--- src/rtl/tcam_pkg.sv ---
// Shared definitions for the TCAM row write/invalidate decoder.
package tcam_pkg;

    // Geometry of the TCAM row array.
    localparam int TCAM_ROWS = 64;
    localparam int TCAM_AW   = 6;

    // Strobe-hold counter width; covers WR_CYCLES up to 15.
    localparam int WR_CNT_W  = 4;

    // Request opcodes.
    typedef enum logic [1:0] {
        OP_WRITE   = 2'b00,
        OP_INV     = 2'b01,
        OP_INV_ALL = 2'b10,
        OP_RSVD    = 2'b11
    } op_e;

    // Control FSM states.
    typedef enum logic [1:0] {
        ST_IDLE   = 2'b00,
        ST_STROBE = 2'b01,
        ST_SWEEP  = 2'b10,
        ST_DONE   = 2'b11
    } state_e;

endpackage

--- src/rtl/decoder_6x64.sv ---
// Combinational row index to one-hot decoder.
module decoder_6x64
    import tcam_pkg::*;
#(
    parameter int AW   = TCAM_AW,
    parameter int ROWS = TCAM_ROWS
) (
    input  logic [AW-1:0]   i_idx,
    output logic [ROWS-1:0] o_onehot
);

    // One comparator per row output.
    for (genvar g = 0; g < ROWS; g++) begin : g_row
        assign o_onehot[g] = (i_idx == AW'(g));
    end

endmodule

--- src/rtl/tcam_row_write_decoder.sv ---
// Row write / invalidate strobe generator for a 64-row TCAM, with the
// row valid map used to mask match lines ahead of the priority encoder.
module tcam_row_write_decoder
    import tcam_pkg::*;
#(
    parameter int ROWS      = TCAM_ROWS,
    parameter int AW        = TCAM_AW,
    parameter int WR_CYCLES = 2
) (
    input  logic            clk,
    input  logic            rst,
    input  logic            req_valid,
    output logic            req_ready,
    input  logic [1:0]      req_op,
    input  logic [AW-1:0]   req_addr,
    output logic [ROWS-1:0] row_we,
    output logic [ROWS-1:0] row_inv,
    output logic [ROWS-1:0] valid_map,
    output logic            done,
    output logic            err
);

    state_e                r_state;
    op_e                   r_op;
    logic [AW-1:0]         r_idx;      // target row in STROBE, sweep row in SWEEP
    logic [WR_CNT_W-1:0]   r_cnt;
    logic [ROWS-1:0]       r_row_we;
    logic [ROWS-1:0]       r_row_inv;
    logic [ROWS-1:0]       r_valid_map;
    logic                  r_done;
    logic                  r_err;

    op_e                   w_req_op;
    logic                  w_accept;
    logic [AW-1:0]         w_dec_idx;
    logic [ROWS-1:0]       w_onehot;

    assign w_req_op  = op_e'(req_op);
    assign req_ready = (r_state == ST_IDLE);
    assign w_accept  = req_valid && req_ready;

    assign row_we    = r_row_we;
    assign row_inv   = r_row_inv;
    assign valid_map = r_valid_map;
    assign done      = r_done;
    assign err       = r_err;

    // Pick the row the shared decoder looks at: the incoming address (or the
    // top row for a sweep) while idle, the next-lower row while sweeping, and
    // the captured target row otherwise.
    always_comb begin
        w_dec_idx = r_idx;
        case (r_state)
            ST_IDLE:  w_dec_idx = (w_req_op == OP_INV_ALL) ? AW'(ROWS - 1) : req_addr;
            ST_SWEEP: w_dec_idx = r_idx - AW'(1);
            default:  w_dec_idx = r_idx;
        endcase
    end

    decoder_6x64 #(
        .AW   (AW),
        .ROWS (ROWS)
    ) u_dec (
        .i_idx    (w_dec_idx),
        .o_onehot (w_onehot)
    );

    // Control FSM; strobes and the valid map are all registered so the row
    // array sees clean, glitch-free enables.
    always_ff @(posedge clk) begin
        if (rst) begin
            r_state     <= ST_IDLE;
            r_op        <= OP_WRITE;
            r_idx       <= '0;
            r_cnt       <= '0;
            r_row_we    <= '0;
            r_row_inv   <= '0;
            r_valid_map <= '0;
            r_done      <= 1'b0;
            r_err       <= 1'b0;
        end else begin
            r_done <= 1'b0;
            r_err  <= 1'b0;
            case (r_state)
                ST_IDLE: begin
                    if (w_accept) begin
                        r_op  <= w_req_op;
                        r_idx <= w_dec_idx;
                        r_cnt <= WR_CNT_W'(WR_CYCLES - 1);
                        case (w_req_op)
                            OP_WRITE: begin
                                r_row_we <= w_onehot;
                                r_state  <= ST_STROBE;
                            end
                            OP_INV: begin
                                r_row_inv <= w_onehot;
                                r_state   <= ST_STROBE;
                            end
                            OP_INV_ALL: begin
                                // Top row strobes first; its valid bit drops
                                // in the same cycle as its strobe.
                                r_row_inv   <= w_onehot;
                                r_valid_map <= r_valid_map & ~w_onehot;
                                r_state     <= ST_SWEEP;
                            end
                            default: begin
                                // Reserved opcode: complete immediately, flag it.
                                r_done  <= 1'b1;
                                r_err   <= 1'b1;
                                r_state <= ST_DONE;
                            end
                        endcase
                    end
                end
                ST_STROBE: begin
                    if (r_cnt == '0) begin
                        r_row_we  <= '0;
                        r_row_inv <= '0;
                        r_done    <= 1'b1;
                        r_state   <= ST_DONE;
                        if (r_op == OP_WRITE)
                            r_valid_map <= r_valid_map | w_onehot;
                        else
                            r_valid_map <= r_valid_map & ~w_onehot;
                    end else begin
                        r_cnt <= r_cnt - WR_CNT_W'(1);
                    end
                end
                ST_SWEEP: begin
                    if (r_idx == '0) begin
                        r_row_inv <= '0;
                        r_done    <= 1'b1;
                        r_state   <= ST_DONE;
                    end else begin
                        r_idx       <= w_dec_idx;
                        r_row_inv   <= w_onehot;
                        r_valid_map <= r_valid_map & ~w_onehot;
                    end
                end
                ST_DONE: begin
                    r_state <= ST_IDLE;
                end
                default: begin
                    r_state <= ST_IDLE;
                end
            endcase
        end
    end

endmodule
--- config.mk ---
export PLATFORM = sky130hd
export DESIGN_NAME = tcam_row_write_decoder
export DESIGN_NICKNAME = d
export VERILOG_FILES = /design/src/rtl/tcam_pkg.sv /design/src/rtl/decoder_6x64.sv /design/src/rtl/tcam_row_write_decoder.sv
export SDC_FILE = /design/constraint.sdc
export NUM_CORES = 1
export LEC_CHECK = 0
export BUFFER_PORTS_ARGS = -buffer_cell sky130_fd_sc_hd__buf_2
export CORE_UTILIZATION = 40
export CTS_CLUSTER_DIAMETER = 60
export CTS_CLUSTER_SIZE = 10
export DETAILED_ROUTE_END_ITERATION = 6
export GPL_ROUTABILITY_DRIVEN = 1
export HOLD_SLACK_MARGIN = 0.02
export PLACE_DENSITY_LB_ADDON = 0.12
export SLEW_MARGIN = 20
export SYNTH_ARGS = -nofsm -noshare
export SYNTH_HDL_FRONTEND = slang
export SYNTH_HIERARCHICAL = 1
export SYNTH_SLANG_ARGS = --single-unit
--- constraint.sdc ---
create_clock -name clk -period 7.65 [get_ports clk]
set_clock_uncertainty 0.05 [all_clocks]
set_input_delay 1.53 -clock clk [delete_from_list [all_inputs] [get_ports clk]]
set_output_delay 1.53 -clock clk [all_outputs]
set_load 0.05 [all_outputs]
* Word level (Yosys, flattened, before mapping)
Index checks and enable logic that the tools add are counted.
** Cells by class
- $add $sub $neg :: 2
- Multipliers :: 0
- Divide/modulo/power cells :: 0
- Order comparisons :: 0
- Eq/ne operators :: 76
- Shifts and indexed selects :: 0
- Mux-type cells :: 32
- Bitwise operators :: 4
- Reductions and logical operators :: 21
** Operators by type and width (number)
- $mux W64 :: 11
- $pmux W64 S3 :: 2
- $eq A6 B6 Y1 const B :: 32
- $pmux W64 S2 :: 1
- $eq A6 B5 Y1 const B :: 16
- $and A64 B64 Y64 :: 1
- $not A64 Y64 :: 1
- $or A64 B64 Y64 :: 1
- $eq A6 B4 Y1 const B :: 8
- $eq A6 B3 Y1 const B :: 4
- $pmux W6 S2 :: 2
- $mux W6 :: 3
- $eq A6 B2 Y1 const B :: 2
- $logic_not A6 Y1 :: 2
- $ne A2 B2 Y1 const B :: 5
- $reduce_and A3 Y1 :: 3
- $mux W4 :: 2
- $pmux W2 S4 :: 1
- $pmux W4 S2 :: 1
- $reduce_and A4 Y1 :: 2
- $eq A2 B2 Y1 const B :: 3
- $eq A6 B1 Y1 const B :: 1
- $logic_not A2 Y1 :: 3
- $mux W2 :: 3
- 16 further kinds :: 25
** Storage, ports and cells
- Flip-flop bits (word level) :: 208
- Latch bits :: 0
- Bits in writable memories :: 0
- ROM bits :: 0
- Bits of input ports :: 11
- Output and inout port bits :: 195
- Word-level logic and storage cells :: 144
- Memories kept :: 0

* Depth between registers and ports, before layout
Gate-level depths: netlist (run 1).
- Depth in word-level cells :: 9
- Depth in mapped cells :: 12
- Mapped depth without buffers :: 10

* Modules after synthesis
The synthesis (run 1) kept the hierarchy.
** By module, submodules not included
- tcam_row_write_decoder :: instances 1, cells an instance 720, area an instance 7731.2 um^2, sequential area each 4164.0 um^2
- decoder_6x64 :: instances 1, cells an instance 95, area an instance 461.7 um^2, sequential area each 0.0 um^2

* Least setup slack after synthesis (run 1)
OpenSTA, ideal clock, no wires.
- Path type :: input-to-reg
- Start :: input req_op[0]
- End :: register with a tool-made name
- Setup time :: 0.086 ns
- Arrival :: 3.554 ns
- Required time :: 7.514 ns
- Path slack :: 3.961 ns
- Stages :: 9
- Path buffers :: 1
- Path through :: inv_1 -> ha_1 -> o21a_1 -> a221o_1 -> buf_2 -> or4_1 -> nor2_1 -> a31oi_1 -> a211oi_1
** RTL lines
- from (decl) :: line tcam_row_write_decoder.sv:14 : input logic [1:0] req_op,

==> results_tabular.tex, run 1 <==
\begin{tabular}{lr}
\hline
Metric & Value \\
\hline
\multicolumn{2}{l}{\textbf{Run status}} \\
\quad Status & completed \\
\multicolumn{2}{l}{\textbf{Route}} \\
\quad Mean routed wirelength per cell & 20.49 µm \\
\quad Number of DRC markers in iteration 0 & 316 \\
\quad Number of iterations in the first detailed-routing pass & 5 \\
\quad Post-route ant nets & 0 \\
\quad WL final & 25.55 mm \\
\quad Number of remaining DRC errors & 0 \\
\quad Via-to-Cell Ratio & 5.694 \\
\quad Count of vias placed by the detailed router & 7101 \\
\multicolumn{2}{l}{\textbf{Logic synthesis}} \\
\quad Share of flip-flops with an asynchronous set or reset after synthesis & 0\% \\
\quad Most frequently used flop master after synthesis & sky130\_fd\_sc\_hd\_\_dfxtp\_1 \\
\quad Warnings from Yosys & 6 \\
\quad Synth area leaders & sky130\_fd\_sc\_hd\_\_dfxtp\_1 (51\%), sky130\_fd\_sc\_hd\_\_a22o\_1 (6.8\%), sky130\_fd\_sc\_hd\_\_nor2\_1 (6.4\%) \\
\quad Sequential cell area fraction in the yosys report & 50.82\% \\
\quad Cell taking the most area after synthesis & sky130\_fd\_sc\_hd\_\_dfxtp\_1 \\
\quad Dominant cell by count in the synthesized netlist & sky130\_fd\_sc\_hd\_\_dfxtp\_1 \\
\quad Number of distinct library cells after synthesis & 55 \\
\quad Post-synth EDFFs & 0 \\
\quad Syn\_nets & 840 \\
\quad List of most frequent post-synthesis cells & sky130\_fd\_sc\_hd\_\_dfxtp\_1 (208), sky130\_fd\_sc\_hd\_\_nor2\_1 (139), sky130\_fd\_sc\_hd\_\_a31oi\_1 (65) \\
\quad Average cell area after synthesis & 10.05 µm² \\
\quad Area of the mapped netlist & 0.008193 mm² \\
\quad Area share of the largest cell type after synthesis & 50.82\% \\
\quad Number of instances in the synthesized netlist & 815 \\
\quad Flops \& latches, synth & 208 \\
\multicolumn{2}{l}{\textbf{Power and ir drop}} \\
\quad Leak & 4.133 nW \\
\quad Final Power & 0.003821 W \\
\quad Peak VDD IR & 0.0004184 V \\
\quad Cell area power density & 383.2 mW/mm² \\
\multicolumn{2}{l}{\textbf{Worst setup path}} \\
\quad Setup CP Type & flip-flop to flip-flop \\
\quad Setup slack on the worst flop-to-flop path & 3.73 ns \\
\quad Worst endpoint data arrival time & 4.29 ns \\
\quad Data required time at the worst endpoint & 8.02 ns \\
\quad Maximum fanout count along the critical path & 16 \\
\quad CP max stage delay & 0.74 ns \\
\quad Kind of start point of the critical path & flip-flop \\
\quad Critical Path, Cell by Cell & inv\_1 > ha\_1 > nor2b\_2 > nand3\_1 > o311ai\_0 > nand3\_1 > or4b\_1 > nor2\_1 > a31oi\_1 > a211oi\_1 \\
\quad Worst path most repeated cell & sky130\_fd\_sc\_hd\_\_nand3\_1 \\
\quad Worst reg2reg path startpoint & r\_state[0] \\
\quad Endpoint type of the worst setup path & flip-flop \\
\quad Slowest cell on crit path & sky130\_fd\_sc\_hd\_\_or4b\_1 \\
\quad Register-to-Register Path Depth & 10 \\
\multicolumn{2}{l}{\textbf{Die}} \\
\quad Boundary Pins & 206 \\
\quad Die height & 145.1 µm \\
\quad Effective utilization at floorplan & 41.42\% \\
\quad Die Area & 0.02106 mm² \\
\quad X dimension of the die & 145.1 µm \\
\quad Num rows & 51 \\
\quad Placeable Area & 0.01978 mm² \\
\multicolumn{2}{l}{\textbf{Clock tree}} \\
\quad Maximum count of clock buffers along a single path & 3 \\
\quad Skew-Pair Late Insertion Delay & 0.51 ns \\
\quad Depth of the CTS H-tree & 1 \\
\quad Postcts setup bufs & 0 \\
\quad Library cell used as clock root buffer & sky130\_fd\_sc\_hd\_\_clkbuf\_16 \\
\quad \# hold bufs at CTS & 0 \\
\quad Post-CTS clock slew at the launch and capture registers of the worst setup and hold paths & 0.06 ns \\
\quad Number of gates given a new drive strength after cts & 0 \\
\quad Number of buffers created by CTS & 25 \\
\quad Count of clock tree sinks & 208 \\
\quad Clock tree from TritonCTS & done \\
\multicolumn{2}{l}{\textbf{Place}} \\
\quad Routability-driven placement congestion ratio & 0.7696 \\
\quad Post-placement setup slack & 3.279 ns \\
\quad Total placed instance area & 0.009278 mm² \\
\quad Number of buffers added on ports & 205 \\
\quad Placed wire-length estimate after detailed placement & 15.52 mm \\
\multicolumn{2}{l}{\textbf{Final layout}} \\
\quad Number of antenna repair diodes & 0 \\
\quad Share of final-layout standard cells stronger than drive strength 1 & 29.02\% \\
\quad Number of nets at the end of the flow & 1005 \\
\quad Summed area of non-filler cells in the final layout & 0.009972 mm² \\
\quad Layout Area Growth over Synthesis & 21.72\% \\
\multicolumn{2}{l}{\textbf{Worst hold path}} \\
\quad Hold-critical path depth & 1 \\
\quad Origin of the worst min-delay path & row\_inv[21] \\
\quad Worst-case hold path end point & row\_inv[21] \\
\quad Type of the most critical hold path & flip-flop to flip-flop \\
\multicolumn{2}{l}{\textbf{Global routing}} \\
\quad Vias in the first global route & 6812 \\
\quad Overflow left after global routing & 0 \\
\quad Antenna violations before repair & 0 \\
\quad Aggregate global-route resource usage & 23.26\% \\
\quad Global-route wire length before repair & 39.69 mm \\
\quad Largest net degree at the start of global routing & 90 \\
\multicolumn{2}{l}{\textbf{STA}} \\
\quad Crit share post-route & 51.30\% \\
\quad Final critical-path required period & 3.925 ns \\
\quad Tightest Pin Transition & 0.9967 ns \\
\quad Worst slack on hold paths & 0.4199 ns \\
\quad Relative slew slack & 33.55\% \\
\quad Number of pins exceeding their max-slew limit in the final report & 0 \\
\quad Hold violation total from the final report & 0 \\
\quad Total negative slack & 0 ns \\
\quad Final setup violation count & 0 \\
\quad F\_max & 0.2548 GHz \\
\quad Setup slack after layout & 3.725 ns \\
\quad Setup repair after global routing missed its margin & false \\
\multicolumn{2}{l}{\textbf{Flow run}} \\
\quad Number of violations of the max-capacitance limit & 0 \\
\hline
\end{tabular}
-- layout make-up --
class | instances | area [µm²]
Fill cell | 1881 | 9809
Sequential cell | 208 | 4164
Multi-Input combinational cell | 521 | 3645
Timing Repair Buffer | 215 | 1104
Clock buffer | 26 | 629.4
Tap cell | 265 | 331.6
Clock inverter | 3 | 65.06
Inverter | 9 | 33.78
-- layout by cell type, fill, tap and decap left out, drive strengths merged, types with 2 or more instances in the layout --
cell type | netlist | routed
a211o | 4 | 4
o21a | 3 | 3
mux2 | 2 | 2
a31oi | 65 | 65
a41oi | 2 | 2
nor2 | 139 | 139
xor2 | 2 | 2
o21ai | 9 | 9
buf | 44 | 215
a211oi | 66 | 66
mux2i | 2 | 2
clkbuf | 33 | 26
or3 | 2 | 2
a21oi | 4 | 4
ha | 14 | 14
nand4bb | 7 | 7
inv | 9 | 9
dfxtp | 208 | 208
a22o | 64 | 64
a22oi | 64 | 64
nand4 | 2 | 2
nor3 | 3 | 3
nand2 | 10 | 10
or4b | 5 | 5
o21bai | 3 | 3
bufinv | 0 | 2
nand3 | 14 | 14
a311oi | 3 | 3
nor3b | 4 | 4
nand4b | 4 | 4
nor2b | 5 | 5
nand2b | 6 | 6
-- report_power, final --
part | switching [W] | internal [W] | leakage [nW]
clock | 0.000425 | 0.000643 | 0.341
sequential | 0.0000511 | 0.00115 | 1.68
combinational | 0.00122 | 0.000331 | 2.11
-- metrics by stage --
step	util (%)	instances
after floorplan	-	815
after global placement	46.90	1218
after detailed placement	46.90	1218
after CTS	50.41	1247
after global routing	50.41	1247
final	50.41	1247
-- worst max path at each step --
| stage | startpoint | cells past startpoint | to | slack (ns) |
|---|---|---|---|---|
| 2_1_floorplan | req_op[0] | 9 | flip-flop | 3.96 |
| 3_3_place_gp | req_op[0] | 9 | flip-flop | 3.34 |
| 3_5_place_dp | req_op[0] | 9 | flip-flop | 3.28 |
| 4_1_cts | r_state[0] | 10 | flip-flop | 3.70 |
| 5_1_grt | r_state[0] | 10 | flip-flop | 3.34 |
| 6_report | r_state[0] | 10 | flip-flop | 3.73 |
-- logic make-up after synthesis --
logic type / after synthesis / synth area share, %
buffers and inverters: 86 / 5.208
AOI/OAI and AO/OA: 295 / 29.09
muxes: 4 / 0.5192
DFF: 208 / 50.82
adders and majority gates: 14 / 2.138
and+or+nand+nor: 206 / 12.00
xor gates and xnor gates: 2 / 0.2138
-- metal layers --
metal	GRT usage, %	vias to the layer above	part of all wire, %
met5	0	-	0
met4	5.316	0	1.5
met3	5.535	33	7.6
met2	38.05	257	46
met1	30.89	3421	45
li1	-	3390	-
-- worst max-delay path: cells and delay by family (launching register included) --
family | cells | cell delay, ns
fa+ha+maj | 1 | 0.39
simple gates | 5 | 2.16
buf+inv | 1 | 0.13
flops | 1 | 0.33
compound gates | 3 | 0.76
Note: power is estimated with default switching activity, not from simulation.
==> run 2: changes to the inputs <==
==> constraint.sdc (replaced) <==
create_clock -name clk -period 3.5 [get_ports clk]
set_clock_uncertainty 0.05 [all_clocks]
set_input_delay 0.7 -clock clk [delete_from_list [all_inputs] [get_ports clk]]
set_output_delay 0.7 -clock clk [all_outputs]
set_load 0.05 [all_outputs]
==> results_tabular.tex, run 2 (synthesis gave the netlist of run 1 again) <==
\begin{tabular}{lr}
\hline
Metric & Value \\
\hline
\multicolumn{2}{l}{\textbf{Run status}} \\
\quad Status & completed (unchanged) \\
\multicolumn{2}{l}{\textbf{Clock tree}} \\
\quad Number of gates given a new drive strength after cts & 0 (unchanged) \\
\quad Number of buffers created by CTS & 25 (unchanged) \\
\quad Skew-Pair Late Insertion Delay & 0.50 ns (was 0.51 ns) \\
\quad Depth of the CTS H-tree & 1 (unchanged) \\
\quad Library cell used as clock root buffer & sky130\_fd\_sc\_hd\_\_clkbuf\_16 (unchanged) \\
\quad Maximum count of clock buffers along a single path & 3 (unchanged) \\
\quad \# hold bufs at CTS & 0 (unchanged) \\
\quad Post-CTS clock slew at the launch and capture registers of the worst setup and hold paths & 0.06 ns (about the same) \\
\quad Count of clock tree sinks & 208 (unchanged) \\
\quad Clock tree from TritonCTS & done (unchanged) \\
\multicolumn{2}{l}{\textbf{Global routing}} \\
\quad GR Layer Usage met3 & 4.874\% (was 5.535\%) \\
\quad Global-route wire length before repair & 40.54 mm (was 39.69 mm) \\
\quad Vias in the first global route & 6974 (was 6812) \\
\quad Overflow left after global routing & 0 (unchanged) \\
\quad Global-route met1 utilization & 32.45\% (was 30.89\%) \\
\quad Antenna violations before repair & 0 (unchanged) \\
\quad Largest net degree at the start of global routing & 65 (was 90) \\
\quad Aggregate global-route resource usage & 23.78\% (was 23.26\%) \\
\quad Global-route met2 utilization & 38.46\% (was 38.05\%) \\
\quad Grt peak-use layer & met2 (unchanged) \\
\multicolumn{2}{l}{\textbf{Route}} \\
\quad Number of remaining DRC errors & 0 (unchanged) \\
\quad Number of iterations in the first detailed-routing pass & 5 (unchanged) \\
\quad Post-route ant nets & 0 (unchanged) \\
\quad Via-to-Cell Ratio & 5.644 (was 5.694) \\
\quad WL final & 25.73 mm (was 25.55 mm) \\
\quad Count of vias placed by the detailed router & 7156 (was 7101) \\
\quad Number of DRC markers in iteration 0 & 401 (was 316) \\
\quad Mean routed wirelength per cell & 20.29 µm (was 20.49 µm) \\
\multicolumn{2}{l}{\textbf{Power and ir drop}} \\
\quad Cell area power density & 843.1 mW/mm² (was 383.2 mW/mm²) \\
\quad Internal power & 0.004772 W (was 0.002123 W) \\
\quad Switching portion of total power & 44.19\% (was 44.45\%) \\
\quad Switching power & 0.003778 W (was 0.001699 W) \\
\quad Proportion of power drawn by combinational gates & 43.4\% (was 40.6\%) \\
\quad Reg power frac & 30.7\% (was 31.4\%) \\
\quad Peak VDD IR & 0.0004787 V (was 0.0004184 V) \\
\quad Leak & 4.240 nW (was 4.133 nW) \\
\quad Share of power burned in the clock network & 25.9\% (was 27.9\%) \\
\multicolumn{2}{l}{\textbf{Final layout}} \\
\quad Most common cell after layout, fill and taps aside & sky130\_fd\_sc\_hd\_\_dfxtp\_1 (unchanged) \\
\quad Finished Layout Cells & 1268 (was 1247) \\
\quad Fill cells & 1874 (was 1881) \\
\quad Share of final-layout standard cells stronger than drive strength 1 & 30.61\% (was 29.02\%) \\
\quad Layout Area Growth over Synthesis & 23.79\% (was 21.72\%) \\
\quad Number of antenna repair diodes & 0 (unchanged) \\
\quad Sequential cell area in the final layout & 0.004164 mm² (unchanged) \\
\quad Area of the multi-input gates & 0.003645 mm² (unchanged) \\
\quad Final core utilization & 51.27\% (was 50.41\%) \\
\quad Number of nets at the end of the flow & 1027 (was 1005) \\
\quad Commonest cells after routing, fill and taps aside & sky130\_fd\_sc\_hd\_\_dfxtp\_1 (208), sky130\_fd\_sc\_hd\_\_buf\_2 (204), sky130\_fd\_sc\_hd\_\_nor2\_1 (139), sky130\_fd\_sc\_hd\_\_a31oi\_1 (65) (unchanged) \\
\multicolumn{2}{l}{\textbf{STA}} \\
\quad Total negative slack & 0 ns (unchanged) \\
\quad Number of pins exceeding their max-slew limit in the final report & 0 (unchanged) \\
\quad Hold violation total from the final report & 0 (unchanged) \\
\quad Relative slew slack & 48.56\% (was 33.55\%) \\
\quad Final setup violation count & 0 (unchanged) \\
\quad Setup repair after global routing missed its margin & false (unchanged) \\
\quad F\_max & 0.3352 GHz (was 0.2548 GHz) \\
\quad Tightest Pin Transition & 0.7716 ns (was 0.9967 ns) \\
\quad Final critical-path required period & 2.984 ns (was 3.925 ns) \\
\quad Crit share post-route & 85.25\% (was 51.30\%) \\
\multicolumn{2}{l}{\textbf{Place}} \\
\quad Number of buffers added on ports & 205 (unchanged) \\
\quad Number of placed instances, taps included & 1239 (was 1218) \\
\quad Routability-driven placement congestion ratio & 0.8186 (was 0.7696) \\
\quad Placed wire-length estimate after detailed placement & 16.38 mm (was 15.52 mm) \\
\multicolumn{2}{l}{\textbf{Worst setup path}} \\
\quad Critical Path, Cell by Cell & inv\_1 > ha\_1 > nor2b\_2 > nand3\_1 > o311ai\_0 > nand3\_1 > or4b\_1 > nor2\_1 > a31oi\_1 > a211oi\_1 (unchanged) \\
\quad Worst path most repeated cell & sky130\_fd\_sc\_hd\_\_nand3\_1 (unchanged) \\
\quad CP max stage delay & 0.67 ns (was 0.74 ns) \\
\quad Worst endpoint data arrival time & 3.34 ns (was 4.29 ns) \\
\quad Maximum fanout count along the critical path & 5 (was 16) \\
\quad Setup CP Type & flip-flop to flip-flop (unchanged) \\
\quad Endpoint type of the worst setup path & flip-flop (unchanged) \\
\quad Slowest cell on crit path & sky130\_fd\_sc\_hd\_\_or4b\_1 (unchanged) \\
\quad Kind of start point of the critical path & flip-flop (unchanged) \\
\quad Data required time at the worst endpoint & 3.86 ns (was 8.02 ns) \\
\multicolumn{2}{l}{\textbf{Die}} \\
\quad Boundary Pins & 206 (unchanged) \\
\quad X dimension of the die & 145.1 µm (unchanged) \\
\quad Effective utilization at floorplan & 41.42\% (unchanged) \\
\quad Die Area & 0.02106 mm² (unchanged) \\
\quad Placeable Area & 0.01978 mm² (unchanged) \\
\quad Die height & 145.1 µm (unchanged) \\
\quad Num rows & 51 (unchanged) \\
\multicolumn{2}{l}{\textbf{Flow run}} \\
\quad Number of violations of the max-capacitance limit & 0 (unchanged) \\
\multicolumn{2}{l}{\textbf{Worst hold path}} \\
\quad Type of the most critical hold path & flip-flop to flip-flop (unchanged) \\
\hline
\end{tabular}
## run 2: changes by cell type in the layout (fill, tap and decap cells not counted)
| cell | delta |
|---|---|
| sky130_fd_sc_hd__buf_4 | +19 |
| sky130_fd_sc_hd__buf_12 | +3 |
| sky130_fd_sc_hd__bufinv_16 | -2 |
| sky130_fd_sc_hd__clkbuf_8 | +2 |
| sky130_fd_sc_hd__clkbuf_1 | -1 |
| sky130_fd_sc_hd__clkinv_2 | -1 |
| sky130_fd_sc_hd__inv_6 | +1 |
## run 2: worst paths after layout
check                                 start     endpoint  slack [ns]  depth (start not counted)
worst min-delay path            row_inv[14]  row_inv[14]        0.42                          1
worst max register to register   r_state[0]    flip-flop        0.52                         10
worst max-delay path             r_state[0]    flip-flop        0.52                         10
worst min register to register  row_inv[14]  row_inv[14]        0.42                          1
## run 2: metal layers
layer / vias to the layer above / wire, µm / share of wire, %
li1: 3438 / - / -
met1: 3457 / 11890 / 46
met2: 236 / 11780 / 46
met3: 25 / 1681 / 6.5
met4: 0 / 380 / 1.5
met5: - / 0 / 0
## run 2: power by group through the flow
stage	Combinational [W]	Sequential, W	Clock, W
6_report	0.00371	0.00263	0.00221
5_1_grt	0.00398	0.00264	0.00235
4_1_cts	0.00370	0.00262	0.00226
3_5_place_dp	0.00369	0.00267	0
3_3_place_gp	0.00368	0.00267	0
2_1_floorplan	0.00234	0.00292	0
## run 2: critical path, delay by kind of cell, from the launching register on
family,cells,cell delay (ns)
adders and majority gates,1,0.18
AOI/OAI and AO/OA,3,0.71
buffers and inverters,1,0.13
and+or+nand+nor,5,1.50
DFF,1,0.33
## run 2: cell type report
| class | count | share of cell area, % |
|---|---|---|
| Clock inverter | 1 | 0.08636 |
| Clock buffer | 27 | 6.440 |
| Inverter | 9 | 0.3331 |
| Sequential cell | 208 | 41.06 |
| Tap cell | 265 | 3.269 |
| Timing Repair Buffer | 237 | 12.88 |
| Multi-Input combinational cell | 521 | 35.94 |
## run 2: what timing repair did
action | 4_1_cts | 5_1_grt
hold endpoints to repair | 0 | 0
buffers inserted | 0 | 1
endpoints found under the setup margin | 0 | 1
## run 2: per-stage QoR
stage	total power (W)	hold slack (ns)	setup slack, ns	instance area [µm²]
floorplan	0.005261	0.3863	0.4675	8193
global placement	0.006353	0.4060	0.3069	9473
detailed placement	0.006361	0.4090	0.2435	9473
CTS	0.008583	0.4237	0.3800	10130
global route	0.008977	0.4331	0.1401	10140
finish	0.008550	0.4203	0.5163	10140
==> run 3: changes to the inputs <==
--- a/config.mk
+++ b/config.mk
@@ -6,6 +6,7 @@
 export NUM_CORES = 1
 export LEC_CHECK = 0
 export BUFFER_PORTS_ARGS = -buffer_cell sky130_fd_sc_hd__buf_2
+export CORE_MARGIN = 2
 export CORE_UTILIZATION = 40
 export CTS_CLUSTER_DIAMETER = 60
 export CTS_CLUSTER_SIZE = 10
==> results_tabular.tex, run 3 (synthesis gave the netlist of run 1 again) <==
\begin{tabular}{lr}
\hline
Metric & Value \\
\hline
\multicolumn{2}{l}{\textbf{Run status}} \\
\quad Status & completed (unchanged) \\
\multicolumn{2}{l}{\textbf{Global routing}} \\
\quad Antenna violations before repair & 0 (unchanged) \\
\quad Largest net degree at the start of global routing & 83 (was 65) \\
\quad Global-route wire length before repair & 39.85 mm (was 40.54 mm) \\
\quad Vias in the first global route & 6735 (was 6974) \\
\quad Overflow left after global routing & 0 (unchanged) \\
\quad Aggregate global-route resource usage & 22.94\% (was 23.78\%) \\
\multicolumn{2}{l}{\textbf{Power and ir drop}} \\
\quad Leak & 4.223 nW (was 4.240 nW) \\
\quad Switching portion of total power & 44.12\% (was 44.19\%) \\
\quad Switching power & 0.003775 W (was 0.003778 W) \\
\quad Share of power burned in the clock network & 26.3\% (was 25.9\%) \\
\quad Peak VDD IR & 0.0005869 V (was 0.0004787 V) \\
\quad Proportion of power drawn by combinational gates & 43.1\% (was 43.4\%) \\
\quad Internal power & 0.004781 W (was 0.004772 W) \\
\quad Cell area power density & 844.6 mW/mm² (was 843.1 mW/mm²) \\
\quad Reg power frac & 30.6\% (was 30.7\%) \\
\multicolumn{2}{l}{\textbf{Final layout}} \\
\quad Summed area of non-filler cells in the final layout & 0.01013 mm² (was 0.01014 mm²) \\
\quad Number of antenna repair diodes & 0 (unchanged) \\
\quad Number of nets at the end of the flow & 1023 (was 1027) \\
\quad Layout Area Growth over Synthesis & 23.64\% (was 23.79\%) \\
\quad Commonest cells after routing, fill and taps aside & sky130\_fd\_sc\_hd\_\_dfxtp\_1 (208), sky130\_fd\_sc\_hd\_\_buf\_2 (204), sky130\_fd\_sc\_hd\_\_nor2\_1 (139), sky130\_fd\_sc\_hd\_\_a31oi\_1 (65) (unchanged) \\
\quad Fill cells & 1940 (was 1874) \\
\quad Share of final-layout standard cells stronger than drive strength 1 & 30.33\% (was 30.61\%) \\
\quad Most common cell after layout, fill and taps aside & sky130\_fd\_sc\_hd\_\_dfxtp\_1 (unchanged) \\
\multicolumn{2}{l}{\textbf{STA}} \\
\quad Total negative slack & 0 ns (unchanged) \\
\quad F\_max & 0.3121 GHz (was 0.3352 GHz) \\
\quad Crit share post-route & 91.55\% (was 85.25\%) \\
\quad Setup slack after layout & 0.2957 ns (was 0.5163 ns) \\
\quad Final setup violation count & 0 (unchanged) \\
\quad Tightest Pin Transition & 0.9258 ns (was 0.7716 ns) \\
\quad Setup repair after global routing missed its margin & false (unchanged) \\
\quad Relative slew slack & 38.28\% (was 48.56\%) \\
\quad Final critical-path required period & 3.204 ns (was 2.984 ns) \\
\quad Hold violation total from the final report & 0 (unchanged) \\
\quad Number of pins exceeding their max-slew limit in the final report & 0 (unchanged) \\
\multicolumn{2}{l}{\textbf{Worst setup path}} \\
\quad Data required time at the worst endpoint & 3.86 ns (about the same) \\
\quad Setup CP Type & flip-flop to flip-flop (unchanged) \\
\quad Endpoint type of the worst setup path & flip-flop (unchanged) \\
\quad Setup slack on the worst flop-to-flop path & 0.30 ns (was 0.52 ns) \\
\quad Origin of the worst setup path & r\_state[0] (unchanged) \\
\quad Maximum fanout count along the critical path & 11 (was 5) \\
\quad Kind of start point of the critical path & flip-flop (unchanged) \\
\quad Worst reg2reg path startpoint & r\_state[0] (unchanged) \\
\quad Worst endpoint data arrival time & 3.56 ns (was 3.34 ns) \\
\quad Register-to-Register Path Depth & 10 (unchanged) \\
\multicolumn{2}{l}{\textbf{Clock tree}} \\
\quad Postcts setup bufs & 0 (unchanged) \\
\quad Skew-Pair Late Insertion Delay & 0.51 ns (was 0.50 ns) \\
\quad Number of buffers created by CTS & 25 (unchanged) \\
\quad Maximum count of clock buffers along a single path & 3 (unchanged) \\
\quad Depth of the CTS H-tree & 1 (unchanged) \\
\quad Library cell used as clock root buffer & sky130\_fd\_sc\_hd\_\_clkbuf\_16 (unchanged) \\
\quad Clock tree from TritonCTS & done (unchanged) \\
\quad Count of clock tree sinks & 208 (unchanged) \\
\quad Post-CTS clock slew at the launch and capture registers of the worst setup and hold paths & 0.05 ns (was 0.06 ns) \\
\multicolumn{2}{l}{\textbf{Route}} \\
\quad Post-route ant nets & 0 (unchanged) \\
\quad Number of DRC markers in iteration 0 & 442 (was 401) \\
\quad Via-to-Cell Ratio & 5.608 (was 5.644) \\
\quad WL final & 25.88 mm (was 25.73 mm) \\
\quad Number of remaining DRC errors & 0 (unchanged) \\
\quad Count of vias placed by the detailed router & 7117 (was 7156) \\
\quad Mean routed wirelength per cell & 20.39 µm (was 20.29 µm) \\
\quad Number of iterations in the first detailed-routing pass & 5 (unchanged) \\
\multicolumn{2}{l}{\textbf{Die}} \\
\quad Die height & 147.1 µm (was 145.1 µm) \\
\quad Num rows & 52 (was 51) \\
\quad X dimension of the die & 147.1 µm (was 145.1 µm) \\
\quad Boundary Pins & 206 (unchanged) \\
\quad Placeable Area & 0.02017 mm² (was 0.01978 mm²) \\
\quad Effective utilization at floorplan & 40.62\% (was 41.42\%) \\
\quad Die Area & 0.02164 mm² (was 0.02106 mm²) \\
\multicolumn{2}{l}{\textbf{Worst hold path}} \\
\quad Type of the most critical hold path & flip-flop to flip-flop (unchanged) \\
\quad Origin of the worst min-delay path & row\_inv[24] (was row\_inv[14]) \\
\quad Hold-critical path depth & 1 (unchanged) \\
\quad Worst-case hold path end point & row\_inv[24] (was row\_inv[14]) \\
\multicolumn{2}{l}{\textbf{Flow run}} \\
\quad Number of violations of the max-capacitance limit & 0 (unchanged) \\
\multicolumn{2}{l}{\textbf{Place}} \\
\quad Number of buffers added on ports & 205 (unchanged) \\
\quad Total placed instance area & 0.009457 mm² (was 0.009473 mm²) \\
\quad Routability-driven placement congestion ratio & 0.7666 (was 0.8186) \\
\quad Post-placement setup slack & 0.1638 ns (was 0.2435 ns) \\
\quad Placed wire-length estimate after detailed placement & 16.47 mm (was 16.38 mm) \\
\hline
\end{tabular}
==> run 3: cell types whose count changed in the layout (fill, tap and decap cells not counted) <==
cell / delta
sky130_fd_sc_hd__buf_4: -4
sky130_fd_sc_hd__clkbuf_1: +1
sky130_fd_sc_hd__nand3_2: +1
sky130_fd_sc_hd__clkbuf_8: -2
sky130_fd_sc_hd__nand3_1: -1
sky130_fd_sc_hd__bufinv_16: +1
==> run 3: area by class of cell <==
cell class	count	area (µm²)	share of cell area [%]
repair buffers	233	1276	12.60
clock inverters	2	38.79	0.3829
inverters	9	33.78	0.3335
clock buffers	26	629.4	6.213
multi-input cells	521	3650	36.03
well taps	270	337.8	3.335
flip-flops and latches	208	4164	41.11
==> run 3: worst max-delay path, stage by stage (launching register included) <==
cell	delay, ns
sky130_fd_sc_hd__dfxtp_1	0.33
sky130_fd_sc_hd__inv_1	0.13
sky130_fd_sc_hd__ha_1	0.18
sky130_fd_sc_hd__nor2b_2	0.16
sky130_fd_sc_hd__nand3_1	0.15
sky130_fd_sc_hd__o311ai_0	0.47
sky130_fd_sc_hd__nand3_2	0.32
sky130_fd_sc_hd__or4b_1	0.70
sky130_fd_sc_hd__nor2_1	0.26
sky130_fd_sc_hd__a31oi_1	0.13
sky130_fd_sc_hd__a211oi_1	0.24
==> run 3: stage by stage <==
step	power, W	std cells	hold slack (ns)	utilization [%]
6_report	0.008555	1269	0.4226	50.22
5_1_grt	0.009005	1269	0.4316	50.22
4_1_cts	0.008609	1269	0.4193	50.20
3_5_place_dp	0.006353	1241	0.4088	46.89
3_3_place_gp	0.006347	1241	0.4059	46.89
2_1_floorplan	0.005261	815	0.3863	-
==> run 3: worst max path at each step <==
| stage | cells past startpoint | end | slack, ns |
|---|---|---|---|
| global route | 10 | flip-flop | 0.04 |
| finish | 10 | flip-flop | 0.30 |
| floorplan | 11 | flip-flop | 0.47 |
| CTS | 10 | flip-flop | 0.27 |
| global placement | 9 | flip-flop | 0.26 |
| detailed placement | 9 | flip-flop | 0.16 |
==> run 3: what timing repair did <==
action | CTS | global route
gates resized for setup | 0 | 1
hold buffers | 0 | 0
setup endpoints to repair | 0 | 4
==> run 3: routing by layer <==
layer  track usage, %  vias up  part of all wire [%]  routed length (µm)
li1                 -     3429                     -                   -
met1            31.79     3408                    46               11810
met2            36.24      241                    45               11770
met3            4.938       39                   6.4                1665
met4            6.490        0                   2.5                 635
met5                0        -                     0                   0
==> run 3: power groups by stage <==
stage | Clock (W) | Sequential, W | Combinational (W)
finish | 0.00225 | 0.00262 | 0.00369
global route | 0.00239 | 0.00264 | 0.00397
CTS | 0.00230 | 0.00262 | 0.00369
detailed placement | 0 | 0.00267 | 0.00368
global placement | 0 | 0.00267 | 0.00368
floorplan | 0 | 0.00292 | 0.00234
